--- config.mk ---
export PLATFORM = sky130hd
export DESIGN_NAME = svc_axil_sram_rd
export DESIGN_NICKNAME = d
export VERILOG_FILES = /design/src/rtl/svc_axi_pkg.sv /design/src/rtl/svc_axil_rd_resp_fifo.sv /design/src/rtl/svc_axil_sram_rd.sv
export SDC_FILE = /design/constraint.sdc
export NUM_CORES = 1
export LEC_CHECK = 0
export CAP_MARGIN = 20
export CORE_MARGIN = 5
export CORE_UTILIZATION = 51
export DETAILED_ROUTE_END_ITERATION = 8
export GPL_TIMING_DRIVEN = 0
export HOLD_SLACK_MARGIN = 0.1
export MAX_ROUTING_LAYER = met4
export PLACE_DENSITY_LB_ADDON = 0.25
export RECOVER_POWER = 100
export REMOVE_ABC_BUFFERS = 1
export SLEW_MARGIN = 0
export SYNTH_ARGS = -nofsm -noshare
export SYNTH_HDL_FRONTEND = slang
export SYNTH_SLANG_ARGS = --single-unit
--- constraint.sdc ---
create_clock -name clk -period 3.2 [get_ports clk]
set_input_delay 0.48 -clock clk [delete_from_list [all_inputs] [get_ports clk]]
set_output_delay 0.48 -clock clk [all_outputs]
set_load 0.01 [all_outputs]
--- src/rtl/svc_axi_pkg.sv ---
// AXI response codes shared by the svc AXI-Lite subordinate blocks.
package svc_axi_pkg;

    typedef logic [1:0] axi_resp_t;

    localparam axi_resp_t RESP_OKAY   = 2'b00;
    localparam axi_resp_t RESP_SLVERR = 2'b10;

endpackage

--- src/rtl/svc_axil_rd_resp_fifo.sv ---
// Circular response buffer holding {rdata, rresp} beats until the manager takes them.
module svc_axil_rd_resp_fifo #(
    parameter int DEPTH = 3,
    parameter int WIDTH = 18
) (
    input  logic             clk,
    input  logic             rst_n,
    input  logic             push,
    input  logic [WIDTH-1:0] push_data,
    input  logic             pop,
    output logic [WIDTH-1:0] head_data,
    output logic             full,
    output logic             empty
);

    localparam int PTR_W = (DEPTH > 1) ? $clog2(DEPTH) : 1;
    localparam int CNT_W = $clog2(DEPTH + 1);
    localparam logic [PTR_W-1:0] LAST_PTR = PTR_W'(DEPTH - 1);
    localparam logic [CNT_W-1:0] FULL_CNT = CNT_W'(DEPTH);

    logic [WIDTH-1:0] mem [DEPTH];
    logic [PTR_W-1:0] wr_ptr;
    logic [PTR_W-1:0] rd_ptr;
    logic [CNT_W-1:0] count;
    logic             do_push;
    logic             do_pop;

    assign full    = (count == FULL_CNT);
    assign empty   = (count == '0);
    assign do_pop  = pop && !empty;
    assign do_push = push && (!full || do_pop);

    // An empty buffer presents zero data with an OKAY code rather than a stale slot.
    assign head_data = empty ? '0 : mem[rd_ptr];

    always_ff @(posedge clk or negedge rst_n) begin
        if (!rst_n) begin
            wr_ptr <= '0;
            rd_ptr <= '0;
            count  <= '0;
        end else begin
            if (do_push) begin
                wr_ptr <= (wr_ptr == LAST_PTR) ? '0 : wr_ptr + PTR_W'(1);
            end
            if (do_pop) begin
                rd_ptr <= (rd_ptr == LAST_PTR) ? '0 : rd_ptr + PTR_W'(1);
            end
            case ({do_push, do_pop})
                2'b10:   count <= count + CNT_W'(1);
                2'b01:   count <= count - CNT_W'(1);
                default: count <= count;
            endcase
        end
    end

    always_ff @(posedge clk) begin
        if (do_push) begin
            mem[wr_ptr] <= push_data;
        end
    end

    assert property (@(posedge clk) disable iff (!rst_n) !(push && full && !do_pop));

endmodule

--- src/rtl/svc_axil_sram_rd.sv ---
// AXI-Lite read subordinate in front of a fixed-latency synchronous SRAM read port.
module svc_axil_sram_rd
    import svc_axi_pkg::*;
#(
    parameter int AXIL_ADDR_WIDTH = 8,
    parameter int AXIL_DATA_WIDTH = 16,
    parameter int MEM_WORDS       = 64,
    parameter int RD_LATENCY      = 1
) (
    input  logic                         clk,
    input  logic                         rst_n,
    input  logic                         s_axil_arvalid,
    input  logic [AXIL_ADDR_WIDTH-1:0]   s_axil_araddr,
    output logic                         s_axil_arready,
    output logic                         s_axil_rvalid,
    output logic [AXIL_DATA_WIDTH-1:0]   s_axil_rdata,
    output logic [1:0]                   s_axil_rresp,
    input  logic                         s_axil_rready,
    output logic                         sram_rd_en,
    output logic [$clog2(MEM_WORDS)-1:0] sram_rd_addr,
    input  logic [AXIL_DATA_WIDTH-1:0]   sram_rd_data
);

    localparam int DEPTH  = RD_LATENCY + 2;
    localparam int CNT_W  = $clog2(DEPTH + 1);
    localparam int OFF_W  = $clog2(AXIL_DATA_WIDTH / 8);
    localparam int IDX_W  = $clog2(MEM_WORDS);
    localparam int CMP_W  = (AXIL_ADDR_WIDTH > 32) ? AXIL_ADDR_WIDTH + 1 : 33;
    localparam int FIFO_W = AXIL_DATA_WIDTH + 2;
    localparam logic [CNT_W-1:0] DEPTH_CNT = CNT_W'(DEPTH);
    localparam logic [CMP_W-1:0] MEM_WORDS_W = CMP_W'(MEM_WORDS);

    logic                       ar_hs;
    logic                       r_hs;
    logic                       in_range;
    logic [AXIL_ADDR_WIDTH-1:0] idx;
    logic [CNT_W-1:0]           cnt;
    logic [CNT_W-1:0]           cnt_next;
    logic [RD_LATENCY-1:0]      pipe_valid;
    logic [RD_LATENCY-1:0]      pipe_err;
    logic                       tail_valid;
    logic                       tail_err;
    logic [FIFO_W-1:0]          push_data;
    logic [FIFO_W-1:0]          head_data;
    logic                       fifo_full;
    logic                       fifo_empty;

    assign ar_hs = s_axil_arvalid && s_axil_arready;
    assign r_hs  = s_axil_rvalid && s_axil_rready;

    // Widened compare so large byte addresses can never alias back into the array.
    assign idx          = s_axil_araddr >> OFF_W;
    assign in_range     = (CMP_W'(idx) < MEM_WORDS_W);
    assign sram_rd_en   = ar_hs && in_range;
    assign sram_rd_addr = idx[IDX_W-1:0];

    always_comb begin
        cnt_next = cnt;
        if (ar_hs && !r_hs) begin
            cnt_next = cnt + CNT_W'(1);
        end else if (r_hs && !ar_hs) begin
            cnt_next = cnt - CNT_W'(1);
        end
    end

    // Credits cover in-flight plus buffered beats, so arready never waits on rready combinationally.
    always_ff @(posedge clk or negedge rst_n) begin
        if (!rst_n) begin
            cnt            <= '0;
            s_axil_arready <= 1'b0;
        end else begin
            cnt            <= cnt_next;
            s_axil_arready <= (cnt_next < DEPTH_CNT);
        end
    end

    always_ff @(posedge clk or negedge rst_n) begin
        if (!rst_n) begin
            pipe_valid <= '0;
            pipe_err   <= '0;
        end else begin
            pipe_valid[0] <= ar_hs;
            pipe_err[0]   <= !in_range;
            for (int i = 1; i < RD_LATENCY; i++) begin
                pipe_valid[i] <= pipe_valid[i-1];
                pipe_err[i]   <= pipe_err[i-1];
            end
        end
    end

    assign tail_valid = pipe_valid[RD_LATENCY-1];
    assign tail_err   = pipe_err[RD_LATENCY-1];
    assign push_data  = tail_err ? {AXIL_DATA_WIDTH'(0), RESP_SLVERR}
                                 : {sram_rd_data, RESP_OKAY};

    svc_axil_rd_resp_fifo #(
        .DEPTH (DEPTH),
        .WIDTH (FIFO_W)
    ) u_resp_fifo (
        .clk       (clk),
        .rst_n     (rst_n),
        .push      (tail_valid),
        .push_data (push_data),
        .pop       (r_hs),
        .head_data (head_data),
        .full      (fifo_full),
        .empty     (fifo_empty)
    );

    assign s_axil_rvalid                = !fifo_empty;
    assign {s_axil_rdata, s_axil_rresp} = head_data;

    assert property (@(posedge clk) disable iff (!rst_n) !(tail_valid && fifo_full && !r_hs));

endmodule

==> reports/summary.md <==
* flip-flop — startpoint type of the worst setup path
* 29 — number of different library cells in the post-synthesis netlist
* 26 — number of standard-cell rows in the floorplan
* 1810 sq um — combined flip-flop and latch cell area
* 3.18 mm — half-perimeter wire length after placement
* 0 — number of design rule violations left after detail routing
* 4.64% — GRT met3 Usage
* 18 — max-slew violation count
* 0.00782 ns — skew final
* 16.6% — total routing usage reported by global routing
* 27.2% — global-route met2 utilization
* met2 — busiest grt layer
* 3 — deepest level of the CTS H-tree
* sky130_fd_sc_hd__dfrtp_1 — slowest stage cell, crit path
* 767 sq um — area of the multi-input gates
* 0 — total setup buffers inserted after CTS
* 1.65 ns — transition time of the tightest slew-check pin
* 867 nW/um^2 — pwr dens
* 21 — largest net degree at the start of global routing
* 0.727 — routability cong.
* 4 — first-pass iteration count of the detailed router
* sky130_fd_sc_hd__edfxtp_1 (51), sky130_fd_sc_hd__dlygate4sd3_1 (21) — highest-count cells in the layout ignoring fill and taps
* flip-flops — cell type group with the largest total delay on the critical path
* 2 — number of buffers between clock root and the deepest sink
* 1 — Buf/Inv on CP
* 0 — antenna diode instance count
* 21.0% — signed area change from the synthesized netlist to the final layout
* 14.8 sq um — Post-Syn Area per Cell
* mux2_2, mux2i_1, nor2_1, dlygate4sd3_1 — critical path cell sequence
* 0 — Remaining Overflow, GRT
* 3120 sq um — cell area reported after detailed placement
* 0.91 ns — worst stage delay on the critical path
* 0 — antenna violations before repair
* 337 MHz — maximum clock frequency
* 7.79 mm — first-pass GRT wire length
* yes — clock tree from TritonCTS
* 82.8 um — DIE WIDTH
* 84 — number of design-rule violations left by the first detailed-router iteration
* 0 — Synth warnings
* 249 — Total Nets Final
* 55 — IO Pins
* sky130_fd_sc_hd__edfxtp_1 — commonest non-fill, non-tap cell in the layout
* 1 — cell depth of the worst min-delay path
* 52.6% — starting density of the core
* 1687 — via count of the first global-routing pass
* 0 — PostCTS Resize Cnt
* 0.06 ns — Reg clk slew, reported paths
* -10.0% — headroom to the max-slew limit
* 2.96 ns — crit path time final
* 1563 — vias after detailed routing
* 62 — count of clock tree sinks
* 5.28 — via count normalized by instance count
* 6850 sq um — DIE AREA
* sky130_fd_sc_hd__edfxtp_1 — Most used DFF post-synth
* 5140 sq um — Core Region
* 5.00 mm — routed wire length
* s_axil_rdata[15] — Worst setup endpoint
* 416 — number of fill cells
* 51 — number of flops mapped to enable cells by yosys
* 1.18 nW — leakage power figure
* sky130_fd_sc_hd__clkbuf_8 — buffer type at the clock tree root
* 9 — cts bufs inserted
* 0 — number of nets with antenna violations after detailed routing
* 4 — Crit. path cell count
* output pin — Worst Setup End Kind
* max-capacitance violations, max-slew violations — violations in the final reports
* 0.64 ns — reg-to-reg setup timing slack
* 4 — r2r worst-path depth
* cnt[1] — launch instance of the worst min-delay path
* 18.5% — GR Util met1
* flip-flop to flip-flop — Hold/Removal Path Class
* 40 — number of buffers inserted by port buffering
* 92.6% — period utilization
* 0 — number of buffers inserted for hold repair after clock tree synthesis
* 66.9% — sequential-to-total area share from yosys stat
* 63.6% — core utilization of the finished layout
* complete, but fails checks — outcome
* 2700 sq um — Cell Area, Synth
* 2.72 ns — endpoint required time on the critical path
* 0 — hold violation total from the final report
* 20 — Critical Path Fanout Max
* 183 — post-synthesis cell count
* 0 — final setup violating endpoints
* 0.32 ns — latest clock arrival within the worst-skew pair
* 62 — Synth Register Bits
* u_resp_fifo.rd_ptr[0] — startpoint of the worst setup timing path
* u_resp_fifo.count[0] — r2r startpoint
* 3270 sq um — design area
* 0.447 mV — Max rail drop VDD
* 17.7% — Synth async-reset ratio
* 82.8 um — die height
* 15.9% — ratio of cells with drive above 1 in the final layout
* flip-flop to output pin — kind of critical path
* 1 — max-cap check violation count
* 16.9 um — wire length per cell after detailed routing
* 2.48 ns — worst path arrival time
* no — RSZ-0062 raised after global routing
* u_resp_fifo.mem[0][7] — r2r endpoint
how the worst min path moves through the flow:
stage                        end  slack (ns)
after detailed placement  cnt[1]        0.52
after floorplan           cnt[0]        0.18
final                     cnt[1]        0.54
after global placement    cnt[1]        0.49
after global routing      cnt[1]        0.55
after CTS                 cnt[0]        0.49
routing by layer:
layer,up-vias,part of all wire (%)
li1,727,-
met1,776,41
met2,54,52
met3,6,5.2
met4,0,1.6
met5,-,0
flip-flops by register name, summed over array words and instances, names as in the netlist:
signal and count:
cnt 2, pipe_err 1, pipe_valid 1, s_axil_arready 1
u_resp_fifo.count 2, u_resp_fifo.mem 51, u_resp_fifo.rd_ptr 2, u_resp_fifo.wr_ptr 2
report_power, final:
group	total, mW	switching (mW)	internal, mW
logic	0.928	0.402	0.526
clock network	0.645	0.271	0.374
registers	1.26	0.199	1.06
area by class of cell:
class                      count  area share (%)
sequential                    62            55.3
multi-input combinational    104            23.5
timing repair buffer          42            12.5
clock buffer                  11            4.33
tap                           70            2.68
clock inverter                 5            1.49
inverter                       2           0.230
worst register-to-register path, cell delays in order (launching register included):
cell and delay (ns):
sky130_fd_sc_hd__dfrtp_1 0.46, sky130_fd_sc_hd__nand2_1 0.10, sky130_fd_sc_hd__o21ai_0 0.19, sky130_fd_sc_hd__nor3_1 0.83, sky130_fd_sc_hd__clkbuf_1 0.61
kinds of logic after synthesis:
logic type	Yosys count	share of synthesized area, %
AND/OR/NAND/NOR	51	9.96
other	1	0.139
flip-flops	62	66.9
multiplexers	38	15.0
buffers and inverters	17	3.98
XOR/XNOR	4	1.30
AO/OA/AOI/OAI	10	2.78
cells in the mapped netlist, types with 2 or more instances:
library cell / n / area share, %
sky130_fd_sc_hd__buf_2: 5 / 0.93
sky130_fd_sc_hd__nor2_1: 19 / 2.6
sky130_fd_sc_hd__mux2_2: 19 / 7.9
sky130_fd_sc_hd__edfxtp_1: 51 / 57
sky130_fd_sc_hd__nor2b_1: 19 / 4.4
sky130_fd_sc_hd__buf_4: 8 / 2.2
sky130_fd_sc_hd__o21ai_0: 4 / 0.74
sky130_fd_sc_hd__inv_1: 2 / 0.28
sky130_fd_sc_hd__mux2i_1: 19 / 7.0
sky130_fd_sc_hd__nor3_1: 2 / 0.37
sky130_fd_sc_hd__a21oi_1: 2 / 0.37
sky130_fd_sc_hd__xnor2_1: 4 / 1.3
sky130_fd_sc_hd__nand2_1: 3 / 0.42
sky130_fd_sc_hd__dfrtp_1: 11 / 10
stage by stage:
step	cells	hold WS (ns)	TNS [ns]	setup WS (ns)	power [mW]
2_1_floorplan	168	0.184	0	0.814	1.80
3_3_place_gp	278	0.495	-15.29	-0.545	2.24
3_5_place_dp	280	0.521	0	0.686	2.30
4_1_cts	296	0.485	0	0.329	2.96
5_1_grt	296	0.553	0	0.0978	3.00
6_report	296	0.539	0	0.235	2.83
No activity file was read; power rests on OpenSTA's default activity.
